### config.mk
export PLATFORM = sky130hd
export DESIGN_NAME = fp32_vec_stream
export DESIGN_NICKNAME = d
export VERILOG_FILES = /design/src/rtl/fp32_vec_stream.sv
export SDC_FILE = /design/constraint.sdc
export NUM_CORES = 1
export LEC_CHECK = 0
export CORE_MARGIN = 3
export CORE_UTILIZATION = 43
export CTS_CLUSTER_DIAMETER = 80
export CTS_CLUSTER_SIZE = 10
export DETAILED_ROUTE_END_ITERATION = 10
export GPL_TIMING_DRIVEN = 0
export PLACE_DENSITY = 0.79
export REMOVE_ABC_BUFFERS = 1
export SYNTH_ARGS = -nofsm -noshare
export SYNTH_HDL_FRONTEND = slang
export SYNTH_SLANG_ARGS = --single-unit
### constraint.sdc
create_clock -name clk -period 12.63 [get_ports clk]
set_input_delay 1.8945 -clock clk [delete_from_list [all_inputs] [get_ports clk]]
set_output_delay 1.8945 -clock clk [all_outputs]
set_load 0.05 [all_outputs]
### src/rtl/fp32_vec_stream.sv
// Feeds a packed N-lane fp32 vector to the accumulator one lane per beat, then
// pads with DRAIN +0.0 beats and pulses done once the last beat is taken.
module fp32_vec_stream #(
  parameter int N     = 8,
  parameter int DRAIN = 2
) (
  input  logic            clk,
  input  logic            rst,
  input  logic            load_valid,
  output logic            load_ready,
  input  logic [32*N-1:0] load_data,
  output logic            out_valid,
  input  logic            out_ready,
  output logic [31:0]     out_data,
  output logic            out_last,
  output logic            out_drain,
  output logic            done,
  output logic            busy
);

  localparam int IW = (N > 1) ? $clog2(N) : 1;
  localparam int DW = (DRAIN > 1) ? $clog2(DRAIN) : 1;
  localparam logic [IW-1:0] LANE_LAST  = IW'(N - 1);
  localparam logic [DW-1:0] DRAIN_LAST = DW'((DRAIN > 0) ? DRAIN - 1 : 0);

  typedef enum logic [1:0] {
    S_IDLE,
    S_STREAM,
    S_DRAIN,
    S_DONE
  } state_t;

  state_t          state_reg, state_next;
  logic [IW-1:0]   idx_reg, idx_next;
  logic [DW-1:0]   drain_cnt_reg, drain_cnt_next;
  logic [31:0]     buf_reg [N];
  logic            capture;

  // Buffer is written only on the IDLE accept, so a stream is never disturbed.
  generate
    for (genvar gi = 0; gi < N; gi++) begin : g_lane
      always_ff @(posedge clk) begin
        if (rst) begin
          buf_reg[gi] <= 32'h0000_0000;
        end else if (capture) begin
          buf_reg[gi] <= load_data[32*gi +: 32];
        end
      end
    end
  endgenerate

  always_ff @(posedge clk) begin
    if (rst) begin
      state_reg     <= S_IDLE;
      idx_reg       <= '0;
      drain_cnt_reg <= '0;
    end else begin
      state_reg     <= state_next;
      idx_reg       <= idx_next;
      drain_cnt_reg <= drain_cnt_next;
    end
  end

  // Outputs decode state only; out_ready steers the next state, never the data.
  always_comb begin
    state_next     = state_reg;
    idx_next       = idx_reg;
    drain_cnt_next = drain_cnt_reg;
    capture        = 1'b0;
    load_ready     = 1'b0;
    out_valid      = 1'b0;
    out_data       = 32'h0000_0000;
    out_last       = 1'b0;
    out_drain      = 1'b0;
    done           = 1'b0;
    busy           = 1'b1;
    case (state_reg)
      S_IDLE: begin
        load_ready = 1'b1;
        busy       = 1'b0;
        if (load_valid) begin
          capture    = 1'b1;
          idx_next   = '0;
          state_next = S_STREAM;
        end
      end
      S_STREAM: begin
        out_valid = 1'b1;
        out_data  = buf_reg[idx_reg];
        out_last  = (idx_reg == LANE_LAST);
        if (out_ready) begin
          if (idx_reg == LANE_LAST) begin
            drain_cnt_next = '0;
            state_next     = (DRAIN == 0) ? S_DONE : S_DRAIN;
          end else begin
            idx_next = idx_reg + IW'(1);
          end
        end
      end
      S_DRAIN: begin
        out_valid = 1'b1;
        out_drain = 1'b1;
        if (out_ready) begin
          if (drain_cnt_reg == DRAIN_LAST) begin
            state_next = S_DONE;
          end else begin
            drain_cnt_next = drain_cnt_reg + DW'(1);
          end
        end
      end
      S_DONE: begin
        done       = 1'b1;
        state_next = S_IDLE;
      end
      default: state_next = S_IDLE;
    endcase
  end

endmodule

# --- Word-level counts from Yosys, hierarchy flattened ---
# Memory sizes are Yosys's and may differ from the RTL's. A register that Yosys moved wholly into a read port is not among the register bits.
# Cells that the tools add are included.
word_totals:
  wordCells: 70
  ramBits: 256
  regBits: 6
  memories: 1
  inputBits: 260
memory_table:
  columns: ["memory", "words", "word_bits", "read_ports", "rd_ports_with_merged_regs", "wr", "line_no", "rtl"]
  rows:
  - ["buf_reg", 8, 32, 1, 1, 8, "36", "logic [31:0] buf_reg [N];"]
classes:
  muxes: 39
  n_bitwise: 8
  addsub: 2
  eq_ne: 10
  n_reduce_logical: 7
ops:
  columns: ["operator", "n"]
  rows:
  - ["2-to-1 mux 32 bit", 9]
  - ["2-to-1 mux 1 bit", 17]
  - ["2-to-1 mux 3 bit", 5]
  - ["!= test 2 bit, second input constant", 6]
  - ["2-to-1 mux 2 bit", 5]
  - ["bitwise OR 1 bit", 8]
  - ["case mux 2 bit (4 select lines)", 1]
  - ["AND reduction 4 bit", 2]
  - ["case mux 3 bit (2 select lines)", 1]
  - ["AND reduction 5 bit", 1]
  - ["== test 2 bit, second input constant", 2]
  - ["nonzero test 2 bit", 2]
  - ["adder 3 x 1 -> 3 bit, second input constant", 1]
  - ["== test 3 bit, second input constant", 1]
  - ["== test 2 x 1 -> 1 bit, second input constant", 1]
  - ["zero test 2 bit", 1]
  - ["case mux 1 bit (2 select lines)", 1]
  - ["OR reduction 2 bit", 1]
  - ["adder 1 bit, second input constant", 1]

# --- Depth between registers and ports, before layout ---
logic_depth:
  ltp_word: 6
  ltp_mapped: 7
  ltp_nobuf: 6

# --- Worst setup path before layout ---
# OpenSTA, ideal clock, no wires.
synth_timing:
  path_type: "input port to flip-flop"
  start: "input rst"
  end: "memory buf_reg[0][0], enable pin"
  cell_stages: 2
  required_ps: 11966
  setup_time_ps: 664
  arrival_ps: 8290
  path_buffers: 1
  setup_slack_ps: 3676
  path_cell_list: "clkbuf_1 > nand2b_1"
synth_rtl:
  columns: ["item", "line_no", "rtl"]
  rows:
  - ["start, declared", "8", "input logic rst,"]
  - ["end, declared", "36", null]

# --- Final worst setup path ---
layout_timing:
  start: "register state_reg[1]"
  end: "output out_data[22]"
layout_between:
  elab_chain_cells: 2
layout_rtl:
  columns: ["item", "line_no", "rtl"]
  rows:
  - ["start, declared", "33", "state_t state_reg, state_next;"]
  - ["start signal, assigned", "58", "state_reg <= state_next;"]
  - ["== test 2 x 1 -> 1 bit", "77", "case (state_reg)"]
  - ["2-to-1 mux 32 bit", "77", null]
  - ["end, declared", "14", "output logic [31:0] out_data,"]
# No other way between the ends.

==> implementation parameters <==
Parameter                              Value

Synth
  Adder and majority cell fraction of the synthesized area ... 0.00954
  Post-synthesis compound-gate area fraction ... 0.0260
  Most common flop cell mapped by yosys ... sky130_fd_sc_hd__edfxtp_1
  Number of enable flip-flop cells after synthesis ... roughly 260
  Sequential share of the synthesized area ... 0.667
  Mux contribution to synthesized area ... 0.129
  Dominant combinational cell family by area after synthesis ... simple AND/OR/NAND/NOR gates
  Post-synthesis share of cell area spent on and, or, nand and nor gates ... 0.146
  Area of the mapped netlist ... between 10000 and 15000 sq um
  YS warnings ... 0
  Mean Syn Cell Area ... about 17 sq um
  Async set-or-reset flop fraction in the synthesized netlist ... 0
  Synthesized-area fraction occupied by xor and xnor cells ... 0
  Number of distinct standard cells referenced by the synthesized netlist ... 24
  Flops & latches, synth ... about 270
  Gate count after technology mapping ... roughly 710

Timing
  Tmin final ... just over 5 ns
  Relative max-transition margin ... 0.457
  Final count of negative-setup-slack endpoints ... 0
  Fin Clk Skew ... 0.00682 ns
  Final TNS setup ... 0 ns
  Number of failing hold endpoints at the final stage ... 0
  Peak clock frequency supported by timing ... approximately 190 MHz
  Pin slew with the least headroom to its limit ... just over 0.8 ns
  Setup repair after global routing missed its margin ... false
  Count of final max-slew check failures ... 0
  Period utilization ... 0.412

Setup path
  Maximum net fanout on the critical path ... 17
  Critical Path Sink Type ... output pin
  Worst-case register-to-register setup slack ... around 9.9 ns
  R2r worst-path depth ... 6
  WP data required ... 10.74 ns
  Reg2reg start ... state_reg[0]
  CP Class ... reg2out
  Critical Path AT ... around 3.3 ns
  Capture point of the critical path ... out_data[22]
  Endpoint of the worst register-to-register path ... buf_reg[3][5]
  Critical path startpoint ... state_reg[1]
  CP Launch Type ... flip-flop

Run
  Number of maximum-capacitance violations ... 0

Pwr
  Net Sw Frac ... 0.268
  Fraction of power consumed by combinational cells ... 0.251
  Clock share of power ... 0.277
  Cell internal power dissipation ... around 2 mW
  Total net switching power ... around 0.73 mW
  Reg power frac ... 0.472
  Total power divided by cell area ... 169 nW/um^2
  Static power due to leakage ... roughly 5.9 nW
  Overall power after layout ... around 2.7 mW
  VDD IR-drop max ... 0.0000960 V

Layout
  Fraction of layout cells with a size suffix above 1 ... 0.105
  # nets final ... 1270
  Area grow syn2layout ... 36.1%
  Final antenna diode count ... 0
  Max FFs per register ... about 260
  Multi-input combinational cell area ... 3690 sq um
  Total area of sequential cells ... roughly 7900 sq um
  Number of inserted filler cells in the final layout ... about 2000

Clock network
  Post-CTS Hold Fix Bufs ... 0
  Clock tree from TritonCTS ... yes
  Source-to-sink clock delay at the later pin of the worst-skew pair ... roughly 0.53 ns
  Number of sinks handled by clock tree synthesis ... between 200 and 300
  Number of buffers on the longest clock path ... 3
  Buffers inserted by post-CTS timing repair ... 0
  Root cell of the clock tree ... sky130_fd_sc_hd__clkbuf_16
  Post-CTS resize count ... 0
  TritonCTS buffer count ... 30
  H-tree Lvls ... 1
  Clock-pin transition on the worst setup and hold timing paths ... around 0.06 ns

Die
  Top-Level Pins ... approximately 300
  Total number of placement rows ... 60
  Total Die Area ... 29500 sq um
  Vertical die dimension ... about 170 um
  Die outline width ... around 170 um
  Core box area ... between 20000 and 30000 sq um
  Starting Density ... 0.438

Worst hold path
  Hold/Removal Path Class ... reg2reg

Placed design
  IO Port Bufs ... between 200 and 300
  Final GP Congestion ... approximately 0.75
  Half-perimeter wire length after placement ... about 17000 um

Global route
  All-Layer GR Usage ... 0.168
  GRT Residual Overflow ... 0
  Maximum number of pins on one net before global-route repair ... a little under 80
  Initial antenna violation count ... 1
  Via count of the first global-routing pass ... 7092
  First-pass GRT wire length ... between 30000 and 40000 um

Route
  WL per Instance ... 18.9 um
  Vias after detailed routing ... between 6000 and 7000
  Total detailed-routing wirelength ... between 20000 and 30000 um
  Remaining routing DRC violations ... 0
  Violation count after the first detailed-route iteration ... 443
  First-pass DRT Iterations ... 4
  Detailed-route vias per instance ... between 5 and 6
  Residual antenna-violating net count after detailed routing ... 0

Run status
  Outcome ... finished, final reports clean
-- synthesized netlist by cell type (all sizes together) (3+ instances only) --
cell type	n	area [sq um]
nor2b	3	18.8
a22o	32	280
nor2	7	26.3
edfxtp	256	7690
and2	260	1630
mux4	64	1470
dfxtp	9	180
nand2b	5	31.3
ha	9	113
clkbuf	37	141
buf	15	118
mux2i	6	60.1
inv	3	11.3
-- per-stage QoR --
stage / instances / hold slack, ns / setup slack [ns] / utilization / cell area [sq um]
after floorplan: 661 / 0.455 / 3.94 / - / 11500
after global placement: 1299 / 0.474 / 0.536 / 0.555 / 14900
after detailed placement: 1310 / 0.516 / 7.96 / 0.565 / 15200
after CTS: 1354 / 0.531 / 7.37 / 0.596 / 16100
after global routing: 1354 / 0.562 / 7.26 / 0.596 / 16100
final: 1354 / 0.519 / 7.43 / 0.596 / 16100
-- cell type report --
type,instances,share of cell area
clock inverter,1,0.000467
timing repair buffer,308,0.201
inverter,3,0.000701
tap,341,0.0266
sequential,265,0.490
multi-input combinational,393,0.230
clock buffer,43,0.0511
-- layout by cell type (no fill, tap or decap) --
cell type	netlist	final
sky130_fd_sc_hd__mux4_1	7	7
sky130_fd_sc_hd__mux2i_1	6	6
sky130_fd_sc_hd__dfxtp_4	0	2
sky130_fd_sc_hd__clkinvlp_4	0	1
sky130_fd_sc_hd__ha_1	9	9
sky130_fd_sc_hd__inv_1	3	3
sky130_fd_sc_hd__nand2b_1	5	4
sky130_fd_sc_hd__and3_1	1	1
sky130_fd_sc_hd__and2_1	260	259
sky130_fd_sc_hd__nor2_4	0	1
sky130_fd_sc_hd__clkdlybuf4s50_1	0	297
sky130_fd_sc_hd__dfxtp_1	9	7
sky130_fd_sc_hd__clkbuf_16	0	31
sky130_fd_sc_hd__and2_2	0	1
sky130_fd_sc_hd__nand2_1	1	1
sky130_fd_sc_hd__a21oi_1	1	1
sky130_fd_sc_hd__mux4_2	57	57
sky130_fd_sc_hd__buf_12	0	6
sky130_fd_sc_hd__a22o_1	32	32
sky130_fd_sc_hd__edfxtp_1	256	256
sky130_fd_sc_hd__a221oi_1	1	1
sky130_fd_sc_hd__nor2_1	7	6
sky130_fd_sc_hd__nor2b_4	0	1
sky130_fd_sc_hd__buf_16	0	5
sky130_fd_sc_hd__nand2b_4	0	1
sky130_fd_sc_hd__nand4_1	1	1
sky130_fd_sc_hd__nor2b_1	3	2
sky130_fd_sc_hd__o21ai_0	1	1
sky130_fd_sc_hd__o21bai_1	1	1
sky130_fd_sc_hd__clkbuf_1	35	12
-- worst min-delay path by stage --
stage,from,to,slack (ns),cells past startpoint
after detailed placement,drain_cnt_reg,drain_cnt_reg,0.52,2
after floorplan,drain_cnt_reg,drain_cnt_reg,0.45,2
after global routing,drain_cnt_reg,drain_cnt_reg,0.56,2
after global placement,drain_cnt_reg,drain_cnt_reg,0.47,2
final,drain_cnt_reg,drain_cnt_reg,0.52,2
after CTS,drain_cnt_reg,drain_cnt_reg,0.53,2
-- cell families after synthesis --
logic type / count (synthesis)
AOI/OAI and AO/OA: 36
adders and majority gates: 9
buffers and inverters: 55
DFF: 265
muxes: 70
and+or+nand+nor: 278
-- critical path: stages, from the launching register on --
cell	delay, ns
sky130_fd_sc_hd__dfxtp_1	0.35
sky130_fd_sc_hd__inv_1	0.11
sky130_fd_sc_hd__ha_1	0.35
sky130_fd_sc_hd__nor2b_4	0.66
sky130_fd_sc_hd__buf_16	0.25
sky130_fd_sc_hd__a22o_1	0.15
sky130_fd_sc_hd__clkdlybuf4s50_1	0.87
-- layer usage --
metal	wire, um	track usage	vias to the layer above
li1	-	-	3227
met1	10100	0.207	3327
met2	12900	0.296	237
met3	1930	0.0418	51
met4	625	0.0479	2
met5	20	0	-
-- power groups by stage --
stage | logic, mW | clock network [mW] | registers [mW]
global placement | 0.644 | 0 | 1.37
global route | 0.734 | 0.811 | 1.30
detailed placement | 0.692 | 0 | 1.30
CTS | 0.695 | 0.776 | 1.29
floorplan | 0.425 | 0 | 1.33
finish | 0.684 | 0.754 | 1.28
(Power assumes the default switching activity.)
